===== src/rtl/clk_div_pkg.sv =====
// Shared constants and configuration clamp helpers for the programmable clock divider.
//   DEF_DIV_C : reset period in sys_clk cycles (50 MHz -> 1 kHz)
//   MIN_DIV   : smallest legal period (one cycle high, one cycle low)
//   CALC_W    : working width of the clamp helpers (CNT_W must not exceed it)
package clk_div_pkg;

  localparam int unsigned DEF_DIV_C = 50000;
  localparam int unsigned MIN_DIV   = 2;
  localparam int unsigned CALC_W    = 64;

  // Period clamp: anything below MIN_DIV cannot produce both phases.
  function automatic logic [CALC_W-1:0] clamp_div(input logic [CALC_W-1:0] div);
    return (div < CALC_W'(MIN_DIV)) ? CALC_W'(MIN_DIV) : div;
  endfunction

  // High-phase clamp: at least one cycle high and at least one cycle low.
  function automatic logic [CALC_W-1:0] clamp_high(input logic [CALC_W-1:0] high,
                                                   input logic [CALC_W-1:0] div_c);
    logic [CALC_W-1:0] h;
    h = (high == '0) ? CALC_W'(1) : high;
    return (h > div_c - CALC_W'(1)) ? div_c - CALC_W'(1) : h;
  endfunction

endpackage


===== src/rtl/clk_div_chan.sv =====
// One divider channel: period counter, shadow/active div+high pair, registered outputs.
//   sys_clk, sys_rst_n : clock, async active-low reset
//   en                 : run enable; low holds the counter at 0 and outputs low
//   wr                 : decoded write strobe (ignored while a shadow pair is pending)
//   wr_div, wr_high    : raw requested period / high length, clamped here
//   pending            : shadow pair waiting to be applied
//   clk_out, tick      : registered divided clock and end-of-period strobe
module clk_div_chan
  import clk_div_pkg::*;
#(
  parameter int unsigned CNT_W    = 32,
  parameter int unsigned DEF_DIV  = DEF_DIV_C,
  parameter int unsigned DEF_HIGH = DEF_DIV / 2
) (
  input  logic             sys_clk,
  input  logic             sys_rst_n,
  input  logic             en,
  input  logic             wr,
  input  logic [CNT_W-1:0] wr_div,
  input  logic [CNT_W-1:0] wr_high,
  output logic             pending,
  output logic             clk_out,
  output logic             tick
);

  logic [CNT_W-1:0] cnt_q, cnt_d;
  logic [CNT_W-1:0] div_q, div_d;
  logic [CNT_W-1:0] high_q, high_d;
  logic [CNT_W-1:0] sh_div_q, sh_div_d;
  logic [CNT_W-1:0] sh_high_q, sh_high_d;
  logic             pending_q, pending_d;
  logic             clk_out_q, clk_out_d;
  logic             tick_q, tick_d;

  logic              wrap_c;
  logic              apply_c;
  logic [CALC_W-1:0] cl_div_c;
  logic [CALC_W-1:0] cl_high_c;

  // Next-state: count, swap shadow into active only at the wrap (or at once when idle).
  always_comb begin
    cnt_d     = '0;
    div_d     = div_q;
    high_d    = high_q;
    sh_div_d  = sh_div_q;
    sh_high_d = sh_high_q;
    pending_d = pending_q;
    clk_out_d = 1'b0;
    tick_d    = 1'b0;

    wrap_c    = en && (cnt_q == div_q - CNT_W'(1));
    apply_c   = pending_q && (!en || wrap_c);
    cl_div_c  = clamp_div(CALC_W'(wr_div));
    cl_high_c = clamp_high(CALC_W'(wr_high), cl_div_c);

    if (en && !wrap_c) begin
      cnt_d = cnt_q + CNT_W'(1);
    end

    // Apply and accept are exclusive: apply needs pending, accept needs !pending.
    if (apply_c) begin
      div_d     = sh_div_q;
      high_d    = sh_high_q;
      pending_d = 1'b0;
    end else if (wr && !pending_q) begin
      sh_div_d  = CNT_W'(cl_div_c);
      sh_high_d = CNT_W'(cl_high_c);
      pending_d = 1'b1;
    end

    clk_out_d = en && (cnt_q < high_q);
    tick_d    = wrap_c;
  end

  // State registers.
  always_ff @(posedge sys_clk or negedge sys_rst_n) begin
    if (!sys_rst_n) begin
      cnt_q     <= '0;
      div_q     <= CNT_W'(DEF_DIV);
      high_q    <= CNT_W'(DEF_HIGH);
      sh_div_q  <= CNT_W'(DEF_DIV);
      sh_high_q <= CNT_W'(DEF_HIGH);
      pending_q <= 1'b0;
      clk_out_q <= 1'b0;
      tick_q    <= 1'b0;
    end else begin
      cnt_q     <= cnt_d;
      div_q     <= div_d;
      high_q    <= high_d;
      sh_div_q  <= sh_div_d;
      sh_high_q <= sh_high_d;
      pending_q <= pending_d;
      clk_out_q <= clk_out_d;
      tick_q    <= tick_d;
    end
  end

  assign pending = pending_q;
  assign clk_out = clk_out_q;
  assign tick    = tick_q;

endmodule


===== src/rtl/clk_div_prog.sv =====
// Multi-channel programmable clock divider with glitch-free period reprogramming.
//   sys_clk, sys_rst_n : clock, async active-low reset
//   en[CH]             : per-channel run enable
//   cfg_wr/cfg_ch      : configuration write request and target channel
//   cfg_div/cfg_high   : requested period and high-phase length (clamped per channel)
//   cfg_ready          : combinational; target channel can accept a write now
//   clk_out[CH]        : registered divided clocks
//   tick[CH]           : registered one-cycle end-of-period strobes
module clk_div_prog
  import clk_div_pkg::*;
#(
  parameter int unsigned CH       = 4,
  parameter int unsigned CNT_W    = 32,
  parameter int unsigned DEF_DIV  = DEF_DIV_C,
  parameter int unsigned DEF_HIGH = DEF_DIV / 2
) (
  input  logic                                 sys_clk,
  input  logic                                 sys_rst_n,
  input  logic [CH-1:0]                        en,
  input  logic                                 cfg_wr,
  input  logic [((CH > 1) ? $clog2(CH) : 1)-1:0] cfg_ch,
  input  logic [CNT_W-1:0]                     cfg_div,
  input  logic [CNT_W-1:0]                     cfg_high,
  output logic                                 cfg_ready,
  output logic [CH-1:0]                        clk_out,
  output logic [CH-1:0]                        tick
);

  localparam int unsigned CH_W  = (CH > 1) ? $clog2(CH) : 1;
  localparam int unsigned SEL_N = 1 << CH_W;

  logic [CH-1:0]    pending;
  logic [SEL_N-1:0] pending_ext;
  logic             ch_valid_c;
  logic [CH-1:0]    wr_sel;

  // Channel decode; indices past CH read as not-ready so writes to them drop.
  always_comb begin
    pending_ext = SEL_N'(pending);
    ch_valid_c  = 32'(cfg_ch) < CH;
    cfg_ready   = ch_valid_c && !pending_ext[cfg_ch];
    wr_sel      = '0;
    for (int i = 0; i < CH; i++) begin
      wr_sel[i] = cfg_wr && cfg_ready && (cfg_ch == CH_W'(i));
    end
  end

  for (genvar g = 0; g < CH; g++) begin : g_chan
    clk_div_chan #(
      .CNT_W   (CNT_W),
      .DEF_DIV (DEF_DIV),
      .DEF_HIGH(DEF_HIGH)
    ) u_chan (
      .sys_clk  (sys_clk),
      .sys_rst_n(sys_rst_n),
      .en       (en[g]),
      .wr       (wr_sel[g]),
      .wr_div   (cfg_div),
      .wr_high  (cfg_high),
      .pending  (pending[g]),
      .clk_out  (clk_out[g]),
      .tick     (tick[g])
    );
  end

endmodule


===== config.mk =====
export PLATFORM = sky130hd
export DESIGN_NAME = clk_div_prog
export DESIGN_NICKNAME = d
export VERILOG_FILES = /design/src/rtl/clk_div_pkg.sv /design/src/rtl/clk_div_chan.sv /design/src/rtl/clk_div_prog.sv
export SDC_FILE = /design/constraint.sdc
export NUM_CORES = 1
export LEC_CHECK = 0
export ABC_AREA = 1
export CORE_MARGIN = 5
export CORE_UTILIZATION = 52
export DETAILED_ROUTE_END_ITERATION = 8
export DONT_BUFFER_PORTS = 1
export PLACE_DENSITY_LB_ADDON = 0.08
export SLEW_MARGIN = 25
export SYNTH_ARGS = -nofsm -noshare
export SYNTH_HDL_FRONTEND = slang
export SYNTH_SLANG_ARGS = --single-unit

===== constraint.sdc =====
create_clock -name sys_clk -period 5.3 [get_ports sys_clk]
set_input_delay 1.59 -clock sys_clk [delete_from_list [all_inputs] [get_ports sys_clk]]
set_output_delay 1.59 -clock sys_clk [all_outputs]
set_load 0.02 [all_outputs]

**Word-level counts from Yosys, hierarchy flattened**

Cells that the tools add are included.

- $add $sub $neg: 9
- Magnitude comparators: 7
- Equal/unequal tests: 7
- Mux-type cells: 17
- Bitwise operators: 4
- Reduce and logical (&&, ||, !) cells: 52

Operator list:

| operator | number |
|---|---|
| $mux 32 | 7 |
| $add 32x1->32 const B | 4 |
| $eq 32x32->1 | 4 |
| $lt 32x32->1 | 4 |
| $sub 32x1->32 const B | 4 |
| $gt 32x64->1 | 1 |
| $sub 32x1->33 const B | 1 |
| $logic_not 32->1 | 1 |
| $lt 32x2->1 const B | 1 |
| $logic_and 1x1->1 | 25 |
| $logic_not 1->1 | 13 |
| $mux 1 | 9 |
| $reduce_and 2->1 | 4 |
| $reduce_bool 2->1 | 4 |
| $eq 2x2->1 const B | 2 |
| $logic_or 1x1->1 | 4 |
| $not 1->1 | 4 |
| $lt 2x3->1 const B | 1 |
| $bmux 1 s2 | 1 |
| $eq 2x1->1 const B | 1 |
| $logic_not 2->1 | 1 |

- Bits in registers: 652
- Bits of input ports: 73
- Output and inout bits: 9

**Logic depth before layout (Yosys ltp)**

Gate-level depths: netlist of the first run.

- Depth after elaboration: 8
- Depth in mapped cells: 32
- Gate-level depth less buffers: 31

**Hierarchy**

From an unflattened synthesis of the first run, not the netlist that was laid out.

- Cells, all modules: 6208
- Area, all modules: 44123.6 um2

By module, submodules not included:

| module | instances | cells an instance | area each (um2) | sequential area each (um2) |
|---|---|---|---|---|
| clk_div_chan (g_chan[0].u_chan ...) | 3 | 1521 | 10915.5 | 4108.9 |
| clk_div_chan (g_chan[1].u_chan) | 1 | 1624 | 11275.8 | 4108.9 |
| clk_div_prog | 1 | 21 | 101.3 | 0.0 |

**Least setup slack after synthesis of the first run**

No wires, ideal clock.

- Path type: in2reg
- Start: input port cfg_div[24]
- End: register g_chan[0].u_chan.sh_high_q[10]
- Data arrival time: 5.528 ns
- Required time: 5.182 ns
- Setup slack: -0.346 ns
- Cell stages on the path: 30
- Path buffers: 1
- Path through: inv_1 nand2_1 nor2_1 nand2_1 nor2_1 nand4_1 inv_1 nor2_1 inv_1 ha_1 nand3_2 nor2_1 nand3_1 nor2_1 nand3_2 nor3_1 xor2_1 ha_1 nand2_1 nor2_1 nand4_1 nor4_1 o21ai_0 nand2_1 nand3_1 inv_1 clkbuf_1 nand2_1 nand3_1 nand2_1

- Longest elaborated chain between the ends: 5

RTL lines:

| item | RTL line | text |
|---|---|---|
| start: declaration | clk_div_prog.sv:22 | `input logic [CNT_W-1:0] cfg_div,` |
| $lt 32x2->1 | clk_div_pkg.sv:13 | `return (div < CALC_W'(MIN_DIV)) ? CALC_W'(MIN_DIV) : div;` |
| $mux 32 * | clk_div_pkg.sv:13 |  |
| $sub 32x1->33 * | clk_div_pkg.sv:21 | `return (h > div_c - CALC_W'(1)) ? div_c - CALC_W'(1) : h;` |
| $gt 32x64->1 | clk_div_pkg.sv:21 |  |
| $mux 32 * | clk_div_pkg.sv:21 |  |
| end signal: assignment | clk_div_chan.sv:82 | `sh_high_q <= CNT_W'(DEF_HIGH);` |
| end signal: assignment | clk_div_chan.sv:91 | `sh_high_q <= sh_high_d;` |
| end: declaration | clk_div_chan.sv:30 | `logic [CNT_W-1:0] sh_high_q, sh_high_d;` |

Every way passes the cells marked *; elsewhere a longest branch is shown, timed or not.
A chain may end at the register's enable or synchronous reset.

**Worst setup path in the final report of the first run**

- Start: input port cfg_div[16]
- End: register g_chan[1].u_chan.sh_high_q[8]

- Longest elaborated chain between the ends: 5

RTL lines:

| item | RTL line |
|---|---|
| $lt 32x2->1 | clk_div_pkg.sv:13 |
| $mux 32 * | clk_div_pkg.sv:13 |
| $sub 32x1->33 * | clk_div_pkg.sv:21 |
| $gt 32x64->1 | clk_div_pkg.sv:21 |
| $mux 32 * | clk_div_pkg.sv:21 |
| end signal: assignment | clk_div_chan.sv:82 |
| end signal: assignment | clk_div_chan.sv:91 |
| end: declaration | clk_div_chan.sv:30 |

Marked as above.

==> results of run 1 <==
## cell usage in the layout, fill, tap and decap left out, types with 11 or more instances in the layout
cell	instances
nor4_1	24
inv_1	530
nor3_1	101
clkbuf_1	25
a21oi_1	109
xnor2_1	76
o21bai_1	15
clkinv_2	11
nor2_1	494
o211ai_1	11
ha_1	164
dfrtp_1	552
inv_2	17
nand3_2	31
clkbuf_8	16
nand2_2	44
dfstp_2	96
nand3_1	525
xor2_1	150
buf_4	115
clkbuf_16	78
nand4_1	84
o21ai_0	173
nor2_2	23
nand2_1	1579
nand3b_1	19
nor2_4	21
## sequential cells by signal, summed over array words and instances, names as in the netlist
register,flops
g_chan.u_chan.clk_out,4
g_chan.u_chan.pending,4
g_chan.u_chan.high_q,128
g_chan.u_chan.div_q,128
g_chan.u_chan.tick,4
g_chan.u_chan.sh_div_q,128
g_chan.u_chan.cnt_q,128
g_chan.u_chan.sh_high_q,128
## worst reg2reg max path, delay by kind of cell, from the launching register on
| family | cells | cell delay, ns |
|---|---|---|
| AND/OR/NAND/NOR | 15 | 2.41 |
| adder cells (fa/ha/maj) | 1 | 0.24 |
| flip-flops | 1 | 0.43 |
| buffers and inverters | 2 | 0.47 |
## how the worst max path moves through the flow
stage,cells after the start,to
3_5_place_dp,31,g_chan[1].u_chan.sh_high_q[2]
3_3_place_gp,31,g_chan[2].u_chan.sh_high_q[4]
4_1_cts,31,g_chan[0].u_chan.sh_high_q[26]
2_1_floorplan,30,g_chan[0].u_chan.sh_high_q[30]
5_1_grt,31,g_chan[1].u_chan.sh_high_q[8]
6_report,31,g_chan[1].u_chan.sh_high_q[8]
## power groups by stage
| stage | sequential, uW | combinational (uW) | clock, uW |
|---|---|---|---|
| 6_report | 8370 | 6790 | 5340 |
| 5_1_grt | 8520 | 7830 | 5640 |
| 4_1_cts | 8340 | 6720 | 5420 |
| 3_5_place_dp | 8390 | 6680 | 0 |
| 3_3_place_gp | 8380 | 6580 | 0 |
| 2_1_floorplan | 7690 | 5310 | 0 |
## layer usage
layer  part of all wire, %  global-route usage, %
met1                    43                   45.3
met2                    43                   49.0
met3                   9.5                   7.82
met4                   4.1                   10.8
met5                0.0078                      0
## through the flow
stage / hold slack [ns] / setup TNS [ns]
after CTS: 0.463 / 0
after global placement: 0.452 / -23.12
after floorplan: 0.436 / 0
after detailed placement: 0.454 / -49.31
after global routing: 0.474 / 0
final: 0.461 / 0
## cells in the mapped netlist (5+ instances only)
cell      number
nor4_1        25
buf_6         13
clkbuf_1     100
nand3_1      530
xnor2_1       76
o21bai_1      15
dfrtp_1      556
o211ai_1      11
nor2_2        19
o21ai_0      174
ha_1         165
o21ai_1        9
inv_1        534
buf_2         54
nor2_1       502
nand2_1     1613
inv_2         14
nand4_1       84
a21oi_1      109
or2_2          6
buf_4         17
nor3_1       102
nand3b_1      19
dfstp_2       96
nand2_2       13
nand3_2       30
buf_1          9
xor2_1       151
nor2_4        17
nand2_4        5
## layout make-up
cell class,instances,area (sq um)
fill,7012,30700
multi-input combinational,3719,19000
sequential,652,16400
clock buffer,117,2220
inverter,551,2080
tap,959,1200
timing repair buffer,125,1050
clock inverter,22,280
antenna,6,15.0
## kinds of logic (layout without fill, tap and decap cells)
| group | count (synthesis) | count (layout) | synth area share [%] |
|---|---|---|---|
| and+or+nand+nor | 2980 | 2980 | 33.5 |
| xor gates and xnor gates | 227 | 227 | 5.19 |
| other | 0 | 6 | 0 |
| adders and majority gates | 165 | 165 | 5.39 |
| buffers and inverters | 747 | 815 | 8.04 |
| muxes | 2 | 2 | 0.0523 |
| AOI/OAI and AO/OA | 345 | 345 | 4.88 |
| DFF | 652 | 652 | 42.9 |
## timing repair
item / 4_1_cts / 5_1_grt
setup endpoints to repair: 0 / 128
buffers inserted: 0 / 6
resized for setup: 0 / 62
==> qor.yml, run 1 <==
synthesis:
  postSynthCellCount: 5118
  ys_seq_area_share_pct: 42.9
  yosysTopAreaCellShare_pct: 36.3
  yosys.area.top_type: "dfrtp_1"
  ys_seq_elements: 652
  syn-cell-area_sq_um: 38300
  synth_edf_count: 0
  async_flop_share_pct: 100
  synth_area_leaders: "dfrtp_1 (36%), nand2_1 (16%), nand3_1 (6.9%)"
  syn_nets: 5356
  synth_warnings: 0
  synth.distinct_cells: 59
  synth.avg_cell_area_sq_um: 7.48
  synthFlopType: "dfrtp_1"
sta:
  skew_ns: 0.0217
  slew_headroom_pct: -39.0
  max_freq_mhz: 200
  rsz0062_at_grt: "false"
  setup_viol: 0
  hold_viol: 0
  drv_slew: 309
  fin_crit_ns: 5.01
  tightest_slew_ns: 2.08
  finalCritPeriodShare_pct: 94.5
  worst_slack_ns: 0.294
min_path:
  hold_path.class: "flip-flop to flip-flop"
  hold_path.startpoint: "g_chan[0].u_chan.high_q[3]"
  hold_end: "g_chan[0].u_chan.high_q[3]"
  min_delay_path_depth: 2
routing:
  via_count: 33900
  drt_pass1_iterations: 5
  ant_nets: 0
  routed_wl_mm: 128
  drcViolationCount: 0
  drt-wirelength-per-cell_microns: 20.8
  via_per_inst: 5.51
  drt_iter0_markers: 3646
power_and_ir_drop:
  powerDensity_nw_per_um2: 485
  switching_share_pct: 40.1
  ir_drop_mv: 0.314
  power_frac_seq_pct: 40.8
  p_clk_share_pct: 26.0
  combPwrFrac_pct: 33.1
  p_leak_uw: 0.0215
  p_int_uw: 12300
  power.total_uw: 20500
  power_switching_uw: 8210
critical_path:
  end_kind: "flip-flop"
  critPathBufInv: 6
  crit_path_max_incr_delay_ns: 0.35
  r2r_cells: 18
  cp-start-kind: "primary input"
  cp_top_family: "simple AND/OR/NAND/NOR gates"
  critPathMostFrequentCell: "nand2_1"
  r2r-start: "g_chan[2].u_chan.div_q[0]"
  r2r_slack_ns: 1.64
  cp_max_fo: 6
  crit_arrival_ns: 5.56
  r2r_end: "g_chan[2].u_chan.high_q[31]"
  path_class: "primary input to flip-flop"
  critPathSlowestCell: "nor4_4"
  crit_start: "cfg_div[16]"
  required_ns: 5.85
final_layout:
  nets: 5362
  fin_util_pct: 58.0
  fin_area_sq_um: 42300
  area_growth_pct: 10.5
  fin_cells: 6151
  drive_gt1_share_pct: 9.74
place:
  pre_cts_ws_ns: -0.428
  dp_hpwl_mm: 92.1
  io_buffers: 0
  globalplace.congestion: 1.00
  dp_cells: 5997
  placed_cell_area_sq_um: 39500
clock_network:
  cts_tree: "yes"
  clkTransAtPathRegs_ns: 0.06
  cts-root-buf: "clkbuf_16"
  clock-sinks: 652
  clock_path_buffers: 3
  htreeDepth: 3
  clk_latency_ns: 0.63
  cts_inserted_buffers: 75
  cts_hold_buf: 0
floorplan:
  die_y_microns: 281
  die_area_sq_um: 79200
  rows: 99
  core_area_sq_um: 73000
  floorplan.initialDensity_pct: 52.5
  ios: 82
  die_x_microns: 281
outcome:
  status: "finished with violations"
  violations: "slew limit"
global_routing:
  grt_usage_pct: 32.1
  grt_max_degree: 653
  first_global_vias: 31600
  grt_first_pass_wirelength_mm: 196
  grt_antenna_before_repair: 16
  gr-total-overflow: 0
flow_run:
  drv_cap: 0
Power figures use the tool's default switching activity.
==> inputs of run 2 (changes only) <==
--- a/config.mk
+++ b/config.mk
@@ -10,7 +10,7 @@
 export CORE_UTILIZATION = 52
 export DETAILED_ROUTE_END_ITERATION = 8
 export DONT_BUFFER_PORTS = 1
-export PLACE_DENSITY_LB_ADDON = 0.08
+export PLACE_DENSITY_LB_ADDON = 0.1
 export SLEW_MARGIN = 25
 export SYNTH_ARGS = -nofsm -noshare
 export SYNTH_HDL_FRONTEND = slang
==> run 2 against run 1 <==
Effect of this change: the flow still finishes with violations (slew limit); worst hold slack about the same; largest power group unchanged; global-route usage about the same; sequential power about the same.
==> qor.yml, run 2 (synthesized netlist as in run 1, its figures left out) <==
global_routing:
  grt_antenna_before_repair: 16  # unchanged
  met3_usage_pct: 8.26  # was 7.82%
  grt_usage_pct: 32.1  # about the same
  first_global_vias: 31900  # was 31600
  grt-busiest-layer: "met2"  # unchanged
  grt_first_pass_wirelength_mm: 196  # about the same
  met2_usage_pct: 49.0  # about the same
  grt_max_degree: 653  # unchanged
  gr-total-overflow: 0  # unchanged
  use_met1_pct: 44.7  # was 45.3%
floorplan:
  die_area_sq_um: 79200  # unchanged
  core_area_sq_um: 73000  # unchanged
  die_x_microns: 281  # unchanged
  rows: 99  # unchanged
  die_y_microns: 281  # unchanged
  floorplan.initialDensity_pct: 52.5  # unchanged
  ios: 82  # unchanged
flow_run:
  drv_cap: 0  # unchanged
sta:
  fin_tns_setup_ns: 0  # unchanged
  max_freq_mhz: 194  # was 200 MHz
  setup_viol: 0  # unchanged
  finalCritPeriodShare_pct: 97.0  # was 94.5%
  tightest_slew_ns: 3.01  # was 2.08 ns
  rsz0062_at_grt: "true"  # was false
  hold_viol: 0  # unchanged
  slew_headroom_pct: -101  # was -39.0%
  skew_ns: 0.0197  # was 0.0217 ns
  fin_crit_ns: 5.14  # was 5.01 ns
  drv_slew: 591  # was 309
  worst_slack_ns: 0.156  # was 0.294 ns
critical_path:
  cp_max_fo: 7  # was 6
  cp_top_family: "simple AND/OR/NAND/NOR gates"  # unchanged
  cp-start-kind: "primary input"  # unchanged
  crit_path_max_incr_delay_ns: 0.38  # was 0.35 ns
  r2r_slack_ns: 1.15  # was 1.64 ns
  end_kind: "flip-flop"  # unchanged
  critPathMostFrequentCell: "nand2_1"  # unchanged
  path_class: "primary input to flip-flop"  # unchanged
  required_ns: 5.79  # was 5.85 ns
  crit_arrival_ns: 5.63  # was 5.56 ns
  critPathSlowestCell: "nor4_4"  # unchanged
  critPathBufInv: 6  # unchanged
clock_network:
  cts-root-buf: "clkbuf_16"  # unchanged
  clock_path_buffers: 3  # unchanged
  cts_hold_buf: 0  # unchanged
  clkTransAtPathRegs_ns: 0.06  # about the same
  cts_inserted_buffers: 76  # was 75
  clk_latency_ns: 0.62  # was 0.63 ns
  clock-sinks: 652  # unchanged
  htreeDepth: 3  # unchanged
  cts_tree: "yes"  # unchanged
routing:
  drt_iter0_markers: 3474  # was 3646
  via_per_inst: 5.48  # was 5.51
  ant_nets: 0  # unchanged
  via_count: 33700  # was 33900
  drcViolationCount: 0  # unchanged
  routed_wl_mm: 128  # about the same
  drt_pass1_iterations: 9  # was 5
  drt-wirelength-per-cell_microns: 20.8  # about the same
final_layout:
  final_common_cell: "nand2_1"  # unchanged
  area_growth_pct: 10.3  # was 10.5%
  final_cell_mix: "nand2_1 (1579), dfrtp_1 (552), inv_1 (531)"  # was nand2_1 (1579), dfrtp_1 (552), inv_1 (530)
  drive_gt1_share_pct: 9.60  # was 9.74%
  nets: 5355  # was 5362
outcome:
  status: "finished with violations"  # unchanged
  violations: "slew limit"  # unchanged
power_and_ir_drop:
  powerDensity_nw_per_um2: 486  # was 485 nW/um^2
  p_leak_uw: 0.0214  # was 0.0215 uW
  ir_drop_mv: 0.310  # was 0.314 mV
place:
  dp_hpwl_mm: 91.7  # was 92.1 mm
  pre_cts_ws_ns: -0.432  # was -0.428 ns
  globalplace.congestion: 0.968  # was 1.00
  io_buffers: 0  # unchanged
min_path:
  hold_path.class: "flip-flop to flip-flop"  # unchanged
[run 2: cell count changes in the layout (fill, tap and decap cells not counted), sizes merged]
cell / change
diode: +9
clkinvlp: +4
inv: -2
clkbuf: +2
buf: -7
clkinv: -5
[run 2: metal layers]
layer / up-vias / part of all wire (%)
met5: - / 0.021
met4: 4 / 3.8
met3: 228 / 9.2
met2: 1215 / 44
met1: 16000 / 43
li1: 16300 / -
[run 2: final timing paths]
kind                                                  to  depth (start not counted)                  startpoint
max in group asynchronous       g_chan[0].u_chan.pending                          0                   sys_rst_n
min in group asynchronous          g_chan[0].u_chan.tick                          0                   sys_rst_n
min reg2reg                   g_chan[0].u_chan.high_q[3]                          2  g_chan[0].u_chan.high_q[3]
min                           g_chan[0].u_chan.high_q[3]                          2  g_chan[0].u_chan.high_q[3]
max reg2reg                  g_chan[2].u_chan.high_q[16]                         18   g_chan[2].u_chan.div_q[0]
max                        g_chan[2].u_chan.sh_high_q[1]                         31                 cfg_div[16]
[run 2: report_power, final]
group	internal, uW	switching [uW]
Clock	3230	2160
Combinational	2400	4380
Sequential	6760	1600
[run 2: cell type report]
class	instances	area (sq um)
Clock buffer	120	2300
Antenna cell	15	37.5
Fill cell	6997	30700
Timing Repair Buffer	117	962
Inverter	551	2080
Sequential cell	652	16400
Tap cell	959	1200
Clock inverter	19	241
Multi-Input combinational cell	3719	19000
[run 2: stage by stage]
stage	instances	hold slack, ns	util, %	power, uW	cell area, sq um
floorplan	5118	0.436	-	13000	38300
global placement	5994	0.451	54.0	15000	39400
detailed placement	5994	0.454	54.0	15000	39400
CTS	6133	0.463	57.5	20500	42000
global route	6137	0.473	57.8	22000	42200
finish	6152	0.461	57.9	20500	42200
[run 2: what timing repair did]
item / CTS / global route
resized for setup: 0 / 52
setup endpoints to repair: 0 / 128
buffers inserted: 0 / 3
[run 2: worst register-to-register path: cells and delay by family (launching register included)]
| kind | cells | cell delay, ns |
|---|---|---|
| flops | 1 | 0.44 |
| fa+ha+maj | 1 | 0.22 |
| simple gates | 15 | 2.77 |
| buf+inv | 2 | 0.62 |
